## src/rtl/ngc_counter_sequencer_if.sv

```systemverilog
// Command handshake between a host (master) and the ngc counter sequencer (slave).
interface ngc_counter_sequencer_if #(
  parameter int COUNT_WIDTH = 8,
  parameter int REP_WIDTH   = 16
);
  logic                       cmd_valid;
  logic                       cmd_ready;
  logic [COUNT_WIDTH-1:0]     cmd_period;
  logic [REP_WIDTH-1:0]       cmd_reps;
  logic                       cmd_dir;
  logic [COUNT_WIDTH/2-1:0]   cmd_step;

  modport master (
    output cmd_valid, cmd_period, cmd_reps, cmd_dir, cmd_step,
    input  cmd_ready
  );

  modport slave (
    input  cmd_valid, cmd_period, cmd_reps, cmd_dir, cmd_step,
    output cmd_ready
  );
endinterface

```

## src/rtl/ngc_counter_sequencer.sv

```systemverilog
// Master-side sequencer for one ngc counter: takes a timing command, clears,
// loads and enables the counter, then counts hits until the requested periods elapse.
module ngc_counter_sequencer #(
  parameter int COUNT_WIDTH = 8,
  parameter int REP_WIDTH   = 16
) (
  input  logic                     clk,
  input  logic                     rst,
  ngc_counter_sequencer_if.slave   cmd,
  input  logic                     abort,
  output logic                     busy,
  output logic                     tick,
  output logic                     done,
  output logic                     aborted,
  output logic [REP_WIDTH-1:0]     hit_cnt,
  output logic                     ctr_rst,
  output logic                     ctr_load,
  output logic                     ctr_enb,
  output logic                     ctr_dir,
  output logic                     ctr_one_shot,
  output logic [COUNT_WIDTH-1:0]   ctr_load_value,
  output logic [COUNT_WIDTH-1:0]   ctr_count_from_value,
  output logic [COUNT_WIDTH-1:0]   ctr_count_to_value,
  output logic [COUNT_WIDTH/2-1:0] ctr_step_value,
  input  logic [COUNT_WIDTH-1:0]   ctr_count,
  input  logic                     ctr_count_hit
);

  localparam int STEP_WIDTH = COUNT_WIDTH / 2;

  localparam logic [2:0] ST_IDLE   = 3'd0;
  localparam logic [2:0] ST_CLEAR  = 3'd1;
  localparam logic [2:0] ST_LOAD   = 3'd2;
  localparam logic [2:0] ST_RUN    = 3'd3;
  localparam logic [2:0] ST_FINISH = 3'd4;

  logic [2:0]             state_r;
  logic [2:0]             state_nx_s;
  logic [REP_WIDTH-1:0]   reps_r;
  logic [REP_WIDTH-1:0]   hit_cnt_r;
  logic [REP_WIDTH-1:0]   hit_inc_s;
  logic                   tick_r;
  logic                   done_r;
  logic                   aborted_r;
  logic                   ctr_rst_r;
  logic                   ctr_dir_r;
  logic [STEP_WIDTH-1:0]  step_r;
  logic [COUNT_WIDTH-1:0] load_r;
  logic [COUNT_WIDTH-1:0] from_r;
  logic [COUNT_WIDTH-1:0] to_r;

  logic                   accept_s;
  logic                   start_s;
  logic                   abort_take_s;
  logic                   hit_take_s;
  logic                   last_hit_s;
  logic [COUNT_WIDTH-1:0] period_m1_s;
  logic [STEP_WIDTH-1:0]  step_norm_s;

  // The counter value is observed only; keep it referenced so it is not flagged.
  logic unused_ctr_count_s;
  assign unused_ctr_count_s = ^ctr_count;

  assign accept_s     = (state_r == ST_IDLE) && cmd.cmd_valid;
  assign start_s      = accept_s && (cmd.cmd_reps != {REP_WIDTH{1'b0}});
  assign abort_take_s = abort && (state_r != ST_IDLE);
  assign hit_take_s   = ctr_count_hit && (state_r == ST_RUN);
  assign hit_inc_s    = hit_cnt_r + REP_WIDTH'(1);
  assign last_hit_s   = hit_take_s && (hit_inc_s == reps_r);
  assign period_m1_s  = cmd.cmd_period - COUNT_WIDTH'(1);
  assign step_norm_s  = (cmd.cmd_step == {STEP_WIDTH{1'b0}}) ? STEP_WIDTH'(1) : cmd.cmd_step;

  // Next-state decode; abort from any busy state wins over everything else.
  always_comb begin
    state_nx_s = state_r;
    case (state_r)
      ST_IDLE: begin
        if (cmd.cmd_valid) begin
          state_nx_s = start_s ? ST_CLEAR : ST_FINISH;
        end else begin
          state_nx_s = ST_IDLE;
        end
      end
      ST_CLEAR:  state_nx_s = abort ? ST_IDLE : ST_LOAD;
      ST_LOAD:   state_nx_s = abort ? ST_IDLE : ST_RUN;
      ST_RUN: begin
        if (abort) begin
          state_nx_s = ST_IDLE;
        end else if (last_hit_s) begin
          state_nx_s = ST_FINISH;
        end else begin
          state_nx_s = ST_RUN;
        end
      end
      ST_FINISH: state_nx_s = ST_IDLE;
      default:   state_nx_s = ST_IDLE;
    endcase
  end

  // State, pulse outputs, hit counter and captured command.
  always_ff @(posedge clk or posedge rst) begin
    if (rst) begin
      state_r   <= ST_IDLE;
      reps_r    <= {REP_WIDTH{1'b0}};
      hit_cnt_r <= {REP_WIDTH{1'b0}};
      tick_r    <= 1'b0;
      done_r    <= 1'b0;
      aborted_r <= 1'b0;
      ctr_rst_r <= 1'b1;
      ctr_dir_r <= 1'b0;
      step_r    <= {STEP_WIDTH{1'b0}};
      load_r    <= {COUNT_WIDTH{1'b0}};
      from_r    <= {COUNT_WIDTH{1'b0}};
      to_r      <= {COUNT_WIDTH{1'b0}};
    end else begin
      state_r   <= state_nx_s;
      tick_r    <= hit_take_s;
      done_r    <= (state_nx_s == ST_FINISH);
      aborted_r <= abort_take_s;
      // The abort cycle also resets the counter so it stops where it is.
      ctr_rst_r <= (state_nx_s == ST_CLEAR) || abort_take_s;
      if (hit_take_s) begin
        hit_cnt_r <= hit_inc_s;
      end else if (start_s) begin
        hit_cnt_r <= {REP_WIDTH{1'b0}};
      end
      if (start_s) begin
        reps_r    <= cmd.cmd_reps;
        ctr_dir_r <= cmd.cmd_dir;
        step_r    <= step_norm_s;
        load_r    <= cmd.cmd_dir ? {COUNT_WIDTH{1'b0}} : period_m1_s;
        from_r    <= cmd.cmd_dir ? {COUNT_WIDTH{1'b0}} : period_m1_s;
        to_r      <= cmd.cmd_dir ? period_m1_s : {COUNT_WIDTH{1'b0}};
      end
    end
  end

  assign cmd.cmd_ready        = (state_r == ST_IDLE);
  assign busy                 = (state_r != ST_IDLE);
  assign ctr_load             = (state_r == ST_LOAD);
  assign ctr_enb              = (state_r == ST_RUN);
  assign ctr_one_shot         = 1'b0;
  assign tick                 = tick_r;
  assign done                 = done_r;
  assign aborted              = aborted_r;
  assign hit_cnt              = hit_cnt_r;
  assign ctr_rst              = ctr_rst_r;
  assign ctr_dir              = ctr_dir_r;
  assign ctr_step_value       = step_r;
  assign ctr_load_value       = load_r;
  assign ctr_count_from_value = from_r;
  assign ctr_count_to_value   = to_r;

endmodule

```

## src/flat_wrapper.sv

```systemverilog
// flat-port wrapper written by rule: the top's interface ports become plain ports
module ngc_counter_sequencer_flat 
#(
  parameter int COUNT_WIDTH = 8,
  parameter int REP_WIDTH   = 16
)
  (clk, rst, abort, busy, tick, done, aborted, hit_cnt, ctr_rst, ctr_load, ctr_enb, ctr_dir, ctr_one_shot, ctr_load_value, ctr_count_from_value, ctr_count_to_value, ctr_step_value, ctr_count, ctr_count_hit, cmd_cmd_valid, cmd_cmd_period, cmd_cmd_reps, cmd_cmd_dir, cmd_cmd_step, cmd_cmd_ready);
  ngc_counter_sequencer_if #(.COUNT_WIDTH(COUNT_WIDTH), .REP_WIDTH(REP_WIDTH)) cmd_i ();
  input  logic clk;
  input  logic rst;
  input  logic abort;
  output logic busy;
  output logic tick;
  output logic done;
  output logic aborted;
  output logic [REP_WIDTH-1:0] hit_cnt;
  output logic ctr_rst;
  output logic ctr_load;
  output logic ctr_enb;
  output logic ctr_dir;
  output logic ctr_one_shot;
  output logic [COUNT_WIDTH-1:0] ctr_load_value;
  output logic [COUNT_WIDTH-1:0] ctr_count_from_value;
  output logic [COUNT_WIDTH-1:0] ctr_count_to_value;
  output logic [COUNT_WIDTH/2-1:0] ctr_step_value;
  input  logic [COUNT_WIDTH-1:0] ctr_count;
  input  logic ctr_count_hit;
  input wire logic [$bits(cmd_i.cmd_valid)-1:0] cmd_cmd_valid;
  input wire logic [$bits(cmd_i.cmd_period)-1:0] cmd_cmd_period;
  input wire logic [$bits(cmd_i.cmd_reps)-1:0] cmd_cmd_reps;
  input wire logic [$bits(cmd_i.cmd_dir)-1:0] cmd_cmd_dir;
  input wire logic [$bits(cmd_i.cmd_step)-1:0] cmd_cmd_step;
  output wire logic [$bits(cmd_i.cmd_ready)-1:0] cmd_cmd_ready;
  assign cmd_i.cmd_valid = cmd_cmd_valid;
  assign cmd_i.cmd_period = cmd_cmd_period;
  assign cmd_i.cmd_reps = cmd_cmd_reps;
  assign cmd_i.cmd_dir = cmd_cmd_dir;
  assign cmd_i.cmd_step = cmd_cmd_step;
  assign cmd_cmd_ready = cmd_i.cmd_ready;
  ngc_counter_sequencer #(.COUNT_WIDTH(COUNT_WIDTH), .REP_WIDTH(REP_WIDTH)) u_core (.clk(clk), .rst(rst), .cmd(cmd_i), .abort(abort), .busy(busy), .tick(tick), .done(done), .aborted(aborted), .hit_cnt(hit_cnt), .ctr_rst(ctr_rst), .ctr_load(ctr_load), .ctr_enb(ctr_enb), .ctr_dir(ctr_dir), .ctr_one_shot(ctr_one_shot), .ctr_load_value(ctr_load_value), .ctr_count_from_value(ctr_count_from_value), .ctr_count_to_value(ctr_count_to_value), .ctr_step_value(ctr_step_value), .ctr_count(ctr_count), .ctr_count_hit(ctr_count_hit));
endmodule
```

## config.mk

```make
export PLATFORM = sky130hd
export DESIGN_NAME = ngc_counter_sequencer_flat
export DESIGN_NICKNAME = d
export VERILOG_FILES = /design/src/rtl/ngc_counter_sequencer_if.sv /design/src/rtl/ngc_counter_sequencer.sv /design/src/flat_wrapper.sv
export SDC_FILE = /design/constraint.sdc
export NUM_CORES = 1
export LEC_CHECK = 0
export CAP_MARGIN = 20
export CORE_MARGIN = 10
export CORE_UTILIZATION = 30
export DETAILED_ROUTE_END_ITERATION = 8
export PLACE_DENSITY = 0.53
export RECOVER_POWER = 25
export SYNTH_ARGS = -nofsm -noshare
export SYNTH_HDL_FRONTEND = slang
export SYNTH_SLANG_ARGS = --single-unit
```

## constraint.sdc

```tcl
create_clock -name clk -period 2.6 [get_ports clk]
set_input_delay 0.52 -clock clk [delete_from_list [all_inputs] [get_ports clk]]
set_output_delay 0.52 -clock clk [all_outputs]
set_load 0.02 [all_outputs]
```

==> metrics.cfg <==
[run_status]
status=finished with violations
violations=max-capacitance violations, max-slew violations

[logic_synthesis]
synth.distinct_cells=46
synth_seq_area_share=0.471
synthArstFlopShare=1.00
synth-seq-cells=60
ys_dominant_reg_cell=dfrtp_1
syn_avg_cell_area_um2=8.87
syn_inst=360
synth_edf_count=0
synth_warnings=0
syn-num-nets=404
synth_area_um2=3190

[clock_tree]
post_cts_resize_count=0
tritoncts=done
htree_levels=3
hold_buffers=0
root_buffer=clkbuf_8
worstSkewPairLatency_ps=340
cts_buffer_depth=2
clkSinkCount=60
numCtsBuffers=9
post_cts_buffers=0
clkTransAtPathRegs_ps=70

[worst_setup_path]
cp.required_ps=2080
worstPathArrival_ps=1930
worst-setup-path-type=reg -> out
reg2reg_from=u_core.hit_cnt[2]
slowest_delay_ps=640
worstSetupStartpoint=u_core.state_r[0]
critPathSlowestCell=clkdlybuf4s50_1
path_cells=or3_1 > inv_1 > clkdlybuf4s50_1
end_kind=output port
rr_endpoint=u_core.done
crit_end=cmd_cmd_ready
reg2reg_slack_ps=440
reg2reg_depth=6
cp-start-kind=register
cp_max_fo=4

[power]
power_uw=3010
p_leak_uw=0.00192
ir_drop_uv=408
power.density_nw_per_um2=685

[floorplan]
fp.dieH_um=123
fp-row-count=37
die_area_um2=15200
boundaryPins=96
core_um2=10400
initial_core_util=0.308
dieWidth_um=123

[timing]
setup_violations=0
grt_setup_unrepaired=false
skew_ps=12.8
finalSetupTns_ps=0
max_freq_mhz=408
final_hold_viol_count=0
tightest_slew_ps=1540
fin_crit_ps=2450
timing.final.crit_share=0.943
relSlewSlack=-0.0239
drv_slew=61

[route]
viasPerCell=4.81
drc=0
firstDrtPassIters=4
drt_iter0_drc=88
wl_um=9230
wl_per_cell_um=15.8
antenna_left=0
vias=2819

[hold_path]
hp-class=reg -> reg

[cells_and_area]
nets=489
final_common_cell=nand2_1
mostFrequentLayoutCells=92 x nand2_1, 85 x clkdlybuf4s50_1, 59 x dfrtp_1
drive_above_1_share=0.0822
area_growth_pct=37.6
n_antenna_cell=0

[placement]
dp_hpwl_um=6850
port_buffers=86
gp_congestion=0.784

[global_route]
grt_overflow=0
grt_max_degree=61
grt_pass1_vias=2845
grt_use_total=0.125
grt_pass1_wl_um=14900
antenna_found_initial=0

[flow_run]
max_cap_viol_count=1

[per-layer routing]
metal / vias up / global-route usage / share of wire
li1: 1409 / - / -
met1: 1329 / 0.162 / 0.47
met2: 72 / 0.192 / 0.45
met3: 9 / 0.0428 / 0.069
met4: 0 / 0.0393 / 0.013
met5: - / 0 / 0
[cell families (layout without fill, tap and decap cells)]
group / Yosys count / count (layout) / synth area share
muxes: 1 / 1 / 0.00313
xor gates and xnor gates: 26 / 26 / 0.0713
other: 1 / 1 / 0.00117
adders and majority gates: 2 / 2 / 0.00784
buffers and inverters: 34 / 124 / 0.0525
DFF: 60 / 60 / 0.471
AOI/OAI and AO/OA: 69 / 69 / 0.144
and+or+nand+nor: 167 / 167 / 0.249
[final cells by class]
type,count,area [um2]
Multi-Input combinational cell,266,1530
Clock buffer,11,131
Fill cell,1077,5980
Clock inverter,5,52.6
Timing Repair Buffer,101,983
Tap cell,136,170
Inverter,7,26.3
Sequential cell,60,1500
[synthesized netlist by cell type (6+ instances only)]
cell type  instances  area [um2]
nand2_1           92         345
buf_4              9        67.6
dfrtp_1           59        1480
nor2_1            24        90.1
nand3_1            9        45.0
inv_1              6        22.5
nor4_1             7        43.8
xnor2_1           18         158
xor2_1             8        70.1
and2_1             6        37.5
clkbuf_1          12        45.0
o21ai_0           25         125
o31ai_1           17         128
[how the worst min path moves through the flow]
stage,from,to,slack (ps),cells past startpoint
floorplan,u_core.reps_r[5],u_core.reps_r[5],460,2
global placement,u_core.ctr_step_value[0],u_core.ctr_step_value[0],450,2
detailed placement,u_core.ctr_step_value[0],u_core.ctr_step_value[0],460,2
CTS,u_core.ctr_step_value[2],u_core.ctr_step_value[2],480,2
global route,u_core.ctr_count_to_value[7],u_core.ctr_count_to_value[7],510,2
finish,u_core.ctr_step_value[2],u_core.ctr_step_value[2],470,2
[flip-flops by register name, indices dropped and copies added (netlist names)]
signal and flops:
u_core.ctr_rst 1, u_core.done 1, u_core.tick 1, u_core.aborted 1, u_core.reps_r 16, u_core.hit_cnt 16
u_core.ctr_count_to_value 8, u_core.ctr_load_value 8, u_core.ctr_dir 1, u_core.state_r 3, u_core.ctr_step_value 4
[power breakdown]
group	leakage (uW)	internal, uW	switching (uW)	total [uW]
clock network	0.0000931	439	380	818
logic	0.00105	460	500	959
registers	0.000782	1100	130	1230
[critical path: cells and delay by family, from the launching register on]
kind / cells / cell delay, ps
and+or+nand+nor: 1 / 430
buffers and inverters: 2 / 770
DFF: 1 / 400
[through the flow]
stage,hold slack (ps),setup WS (ps),std cells,cell area [um2],util
floorplan,463,482,360,3190,-
finish,474,149,586,4390,0.424
detailed placement,462,65.8,570,4230,0.407
CTS,485,110,586,4410,0.425
global route,512,58.9,586,4390,0.424
global placement,454,70.7,570,4230,0.407
Note: power is estimated with default switching activity, not from simulation.
==> edit 1 (same settings) <==
`COUNT_WIDTH` is set to 8 in 3 places; all go to 6.
--- a/src/rtl/ngc_counter_sequencer_if.sv
+++ b/src/rtl/ngc_counter_sequencer_if.sv
@@ -2,3 +2,3 @@
 interface ngc_counter_sequencer_if #(
-  parameter int COUNT_WIDTH = 8,
+  parameter int COUNT_WIDTH = 6,
   parameter int REP_WIDTH   = 16
--- a/src/rtl/ngc_counter_sequencer.sv
+++ b/src/rtl/ngc_counter_sequencer.sv
@@ -3,3 +3,3 @@
 module ngc_counter_sequencer #(
-  parameter int COUNT_WIDTH = 8,
+  parameter int COUNT_WIDTH = 6,
   parameter int REP_WIDTH   = 16
--- a/src/flat_wrapper.sv
+++ b/src/flat_wrapper.sv
@@ -3,3 +3,3 @@
 #(
-  parameter int COUNT_WIDTH = 8,
+  parameter int COUNT_WIDTH = 6,
   parameter int REP_WIDTH   = 16
Interface: changed (7 resized); port bits go from 96 to 84. The function was not compared with the original's and may differ.
==> edit 1 against the original RTL <==
Worst setup slack lost 0.036 ns; cell area shrank 7.5%; global-route usage shrank 0.86 points; synthesized area shrank 7.5%; fmax shrank 1.5%; power shrank 13%; routed wire length shrank 9.5%; sequential cell count shrank 5; synthesized cell count shrank 16%.
==> edit 1: results (changes against the original RTL) <==
| Metric | Value |
|---|---|
| Status | `finished clean (was finished with violations)` |
| Clock network power | `0.592 mW (was 0.818 mW)` |
| Crit-path max FO | `8 (was 4)` |
| Global placer's final weighted congestion | `0.890 (was 0.784)` |
| H-tree depth | `2 (was 3)` |
| Sw power | `0.853 mW (was 1.01 mW)` |
| Critical path's slowest cell | `dfrtp_1 (was clkdlybuf4s50_1)` |
| Worst path arrival time | `2.74 ns (was 1.93 ns)` |
| Layout fillers | `972 (was 1077)` |
| Reg2reg end | `u_core.state_r[2] (was u_core.done)` |
| Sequential area share after synthesis | `46.6% (was 47.1%)` |
| Met3 Usage GRT | `2.22% (was 4.28%)` |
| Crit path largest cell delay | `0.56 ns (was 0.64 ns)` |
| Worst Hold End | `u_core.ctr_count_to_value[2] (was u_core.ctr_step_value[2])` |
| R2R Path Start | `u_core.hit_cnt[3] (was u_core.hit_cnt[2])` |
| Worst-case clock skew | `0.0166 ns (was 0.0128 ns)` |
| Gate power share | `33.8% (was 31.9%)` |
| Worst vdd ir | `0.275 mV (was 0.408 mV)` |
| Final WL | `8360 um (was 9230 um)` |
| First-pass GRT wire length | `13700 um (was 14900 um)` |
| First DRT Iteration DRCs | `149 (was 88)` |
| Largest net degree at the start of global routing | `38 (was 61)` |
| Routed wl met2 | `3960 um (was 4130 um)` |
| Dpl hpwl | `6580 um (was 6850 um)` |
| GRT Util Overall | `11.6% (was 12.5%)` |
==> edit 1: changes by cell type after synthesis, moves of 3 or more <==
| cell | change |
|---|---|
| o21ai_0 | +4 |
| dfrtp_1 | -5 |
| a31oi_1 | -4 |
| o31ai_1 | -5 |
| clkbuf_1 | -5 |
| mux2_2 | +18 |
| nor4_1 | +3 |
| xnor2_1 | -3 |
| nor2_1 | -4 |
| nand2_1 | -61 |
| and2_1 | -6 |
| nand3_1 | +3 |
==> edit 1: worst max-delay path by stage <==
stage | end | cells after the start
floorplan | u_core.done | 7
global placement | u_core.ctr_step_value[2] | 8
detailed placement | u_core.ctr_step_value[2] | 8
CTS | cmd_cmd_ready | 3
global route | u_core.state_r[2] | 6
finish | u_core.state_r[2] | 6
==> edit 1: cell type report <==
type	count	area [um2]	share of cell area, %
timing repair buffer	100	951	23.4
clock inverter	3	47.5	1.17
clock buffer	5	68.8	1.69
multi-input combinational	214	1420	35.0
tap	133	166	4.09
inverter	8	30.0	0.739
sequential	55	1380	33.9
==> edit 1: cell families (layout without fill, tap and decap cells) <==
kind of cell	count (synthesis)	count (layout)	synth area share (%)
buf+inv	32	116	5.38
xor+xnor	23	23	6.82
other cells	1	1	0.127
mux	19	19	7.20
compound gates	67	67	14.7
fa+ha+maj	2	2	0.847
simple gates	102	102	18.3
flops	55	55	46.6
==> edit 1: metrics by stage <==
| stage | setup slack [ns] | area [um2] | instances |
|---|---|---|---|
| final | 0.113 | 4060 | 518 |
| after global routing | 0.0187 | 4060 | 518 |
| after CTS | 0.121 | 4080 | 518 |
| after detailed placement | 0.158 | 3960 | 510 |
| after global placement | 0.156 | 3960 | 510 |
| after floorplan | 0.157 | 2950 | 301 |
==> edit 2 (same settings) <==
Made on the original files. Put one more register stage on the output `hit_cnt`, with the module's reset. The value now appears one clock later. The other outputs are not delayed to match.
--- a/src/rtl/ngc_counter_sequencer.sv
+++ b/src/rtl/ngc_counter_sequencer.sv
@@ -145,3 +145,9 @@
   assign aborted              = aborted_r;
-  assign hit_cnt              = hit_cnt_r;
+  always_ff @(posedge clk or posedge rst) begin
+    if (rst) begin
+      hit_cnt <= '0;
+    end else begin
+      hit_cnt <= hit_cnt_r;
+    end
+  end
   assign ctr_rst              = ctr_rst_r;
Function: changed (Yosys sat finds a counterexample within 10 cycles, from zero or initial values and one cycle with rst high).
==> edit 2 against the original RTL <==
Synthesized cell count is 2.5% lower; worst hold slack got worse by 0.033 ns; clock skew decreased by 0.0044 ns; critical path depth rose by 4; worst setup slack improved by 0.099 ns; power increased by 28%; cell count decreased by 0.34%; global-route usage is 1.2 points lower; cell area grew 13%; critical endpoint is now u_core.done; synthesized area increased by 16%; sequential cell count rose by 16; routed wire length is 4.8% higher.
==> edit 2: results (changes against the original RTL) <==
| Metric | Value |
|---|---|
| Met3 Usage GRT | `3.63% (was 4.28%)` |
| Worst-skew pair later-pin latency | `0.33 ns` |
| Sequential area share after synthesis | `51.5% (was 47.1%)` |
| R2R Path Start | `u_core.hit_cnt_r[1] (was u_core.hit_cnt[2])` |
| Critical path's slowest cell | `or4b_1 (was clkdlybuf4s50_1)` |
| Flop pwr share | `39.3% (was 41.0%)` |
| Met1 GRT Util | `16.2% (about the same)` |
| Path depth of the worst reg2reg path | `7 (was 6)` |
| Avg Cell Area, Syn | `10.5 um2 (was 8.87 um2)` |
| Drt via density | `4.99 (was 4.81)` |
| P_comb | `1.03 mW (was 0.959 mW)` |
| Crit-path max FO | `9 (was 4)` |
| CP top delay family | `simple AND/OR/NAND/NOR gates (was buffers and inverters)` |
| Layout fillers | `1166 (was 1077)` |
| Placed Cells incl. Taps | `568 (was 570)` |
| Worst-Margin Slew | `1.11 ns (was 1.54 ns)` |
| Worst-case clock skew | `0.00840 ns (was 0.0128 ns)` |
| Final WL | `9680 um (was 9230 um)` |
| Hold wc startpoint | `u_core.hit_cnt_r[15] (was u_core.ctr_step_value[2])` |
| Setup slack, reg-to-reg | `0.25 ns (was 0.44 ns)` |
| Met2 Use GR | `15.9% (was 19.2%)` |
| Crit path largest cell delay | `0.52 ns (was 0.64 ns)` |
| Worst Hold End | `u_core.hit_cnt[15] (was u_core.ctr_step_value[2])` |
| Worst path arrival time | `2.59 ns (was 1.93 ns)` |
| Nets | `476 (was 489)` |
| Type of the worst setup path | `reg -> reg (was reg -> out)` |
| Mux contribution to synthesized area | `5.76% (was 0.313%)` |
| Post-Synth XOR/XNOR Area | `6.37% (was 7.13%)` |
| Pwr Total | `3.87 mW (was 3.01 mW)` |
| Ratio of cells with drive above 1 in the final layout | `13.5% (was 8.22%)` |
| Most frequent cells after synthesis | `75 x dfrtp_1, 29 x nand2_1, 27 x o21ai_0 (was 92 x nand2_1, 59 x dfrtp_1, 25 x o21ai_0)` |
| Sw power | `1.15 mW (was 1.01 mW)` |
| Status | `finished clean (was finished with violations)` |
| Global placer's final weighted congestion | `0.779 (was 0.784)` |
| First-pass GRT wire length | `15300 um (was 14900 um)` |
| Synth Area in Adders | `0.678% (was 0.784%)` |
| GRT Util Overall | `11.3% (was 12.5%)` |
| Pleak | `2.06 nW (was 1.92 nW)` |
| Largest net degree at the start of global routing | `45 (was 61)` |
| Synthesized net count | `395 (was 404)` |
| WL per Instance | `16.6 um (was 15.8 um)` |
| Number of global-route vias before repair | `2767 (was 2845)` |
| DRT met1 WL | `4590 um (was 4350 um)` |
| Compound-cell area share of the yosys netlist | `13.3% (was 14.4%)` |
| Dpl hpwl | `7300 um (was 6850 um)` |
| First DRT Iteration DRCs | `192 (was 88)` |
| Netlist cell types | `55 (was 46)` |
| CTS root buf | `clkbuf_16 (was clkbuf_8)` |
| Worst vdd ir | `0.357 mV (was 0.408 mV)` |
| Hold path depth | `0 (was 2)` |
| Synth area leaders | `dfrtp_1 51%, mux2_2 5.5%, o31ai_1 4.1% (was dfrtp_1 46%, nand2_1 11%, xnor2_1 4.9%)` |
==> edit 2: changes by cell type in the layout (fill, tap and decap cells not counted), moves of 7 or more <==
cell / change
clkbuf_16: +9
nand2_1: -63
dfrtp_1: +16
mux2_2: +18
nor2_1: -8
nand4_1: +7
clkbuf_8: -9
==> edit 2: layout make-up <==
cell class              count  area [um2]  share of cell area (%)
flip-flops and latches     76        1900                    38.2
multi-input cells         236        1580                    31.7
repair buffers            102         973                    19.5
clock buffers               9         225                    4.52
well taps                 147         184                    3.69
clock inverters             7        91.3                    1.83
inverters                   7        27.5                   0.552
==> edit 2: metrics by stage <==
stage / hold slack, ns / cell area [um2] / utilization [%] / setup slack (ns)
6_report: 0.442 / 4980 / 41.5 / 0.248
3_3_place_gp: 0.426 / 4690 / 39.1 / 0.155
5_1_grt: 0.471 / 4980 / 41.5 / 0.0893
2_1_floorplan: 0.349 / 3690 / - / 0.143
4_1_cts: 0.449 / 5010 / 41.7 / 0.294
3_5_place_dp: 0.436 / 4690 / 39.1 / 0.0759
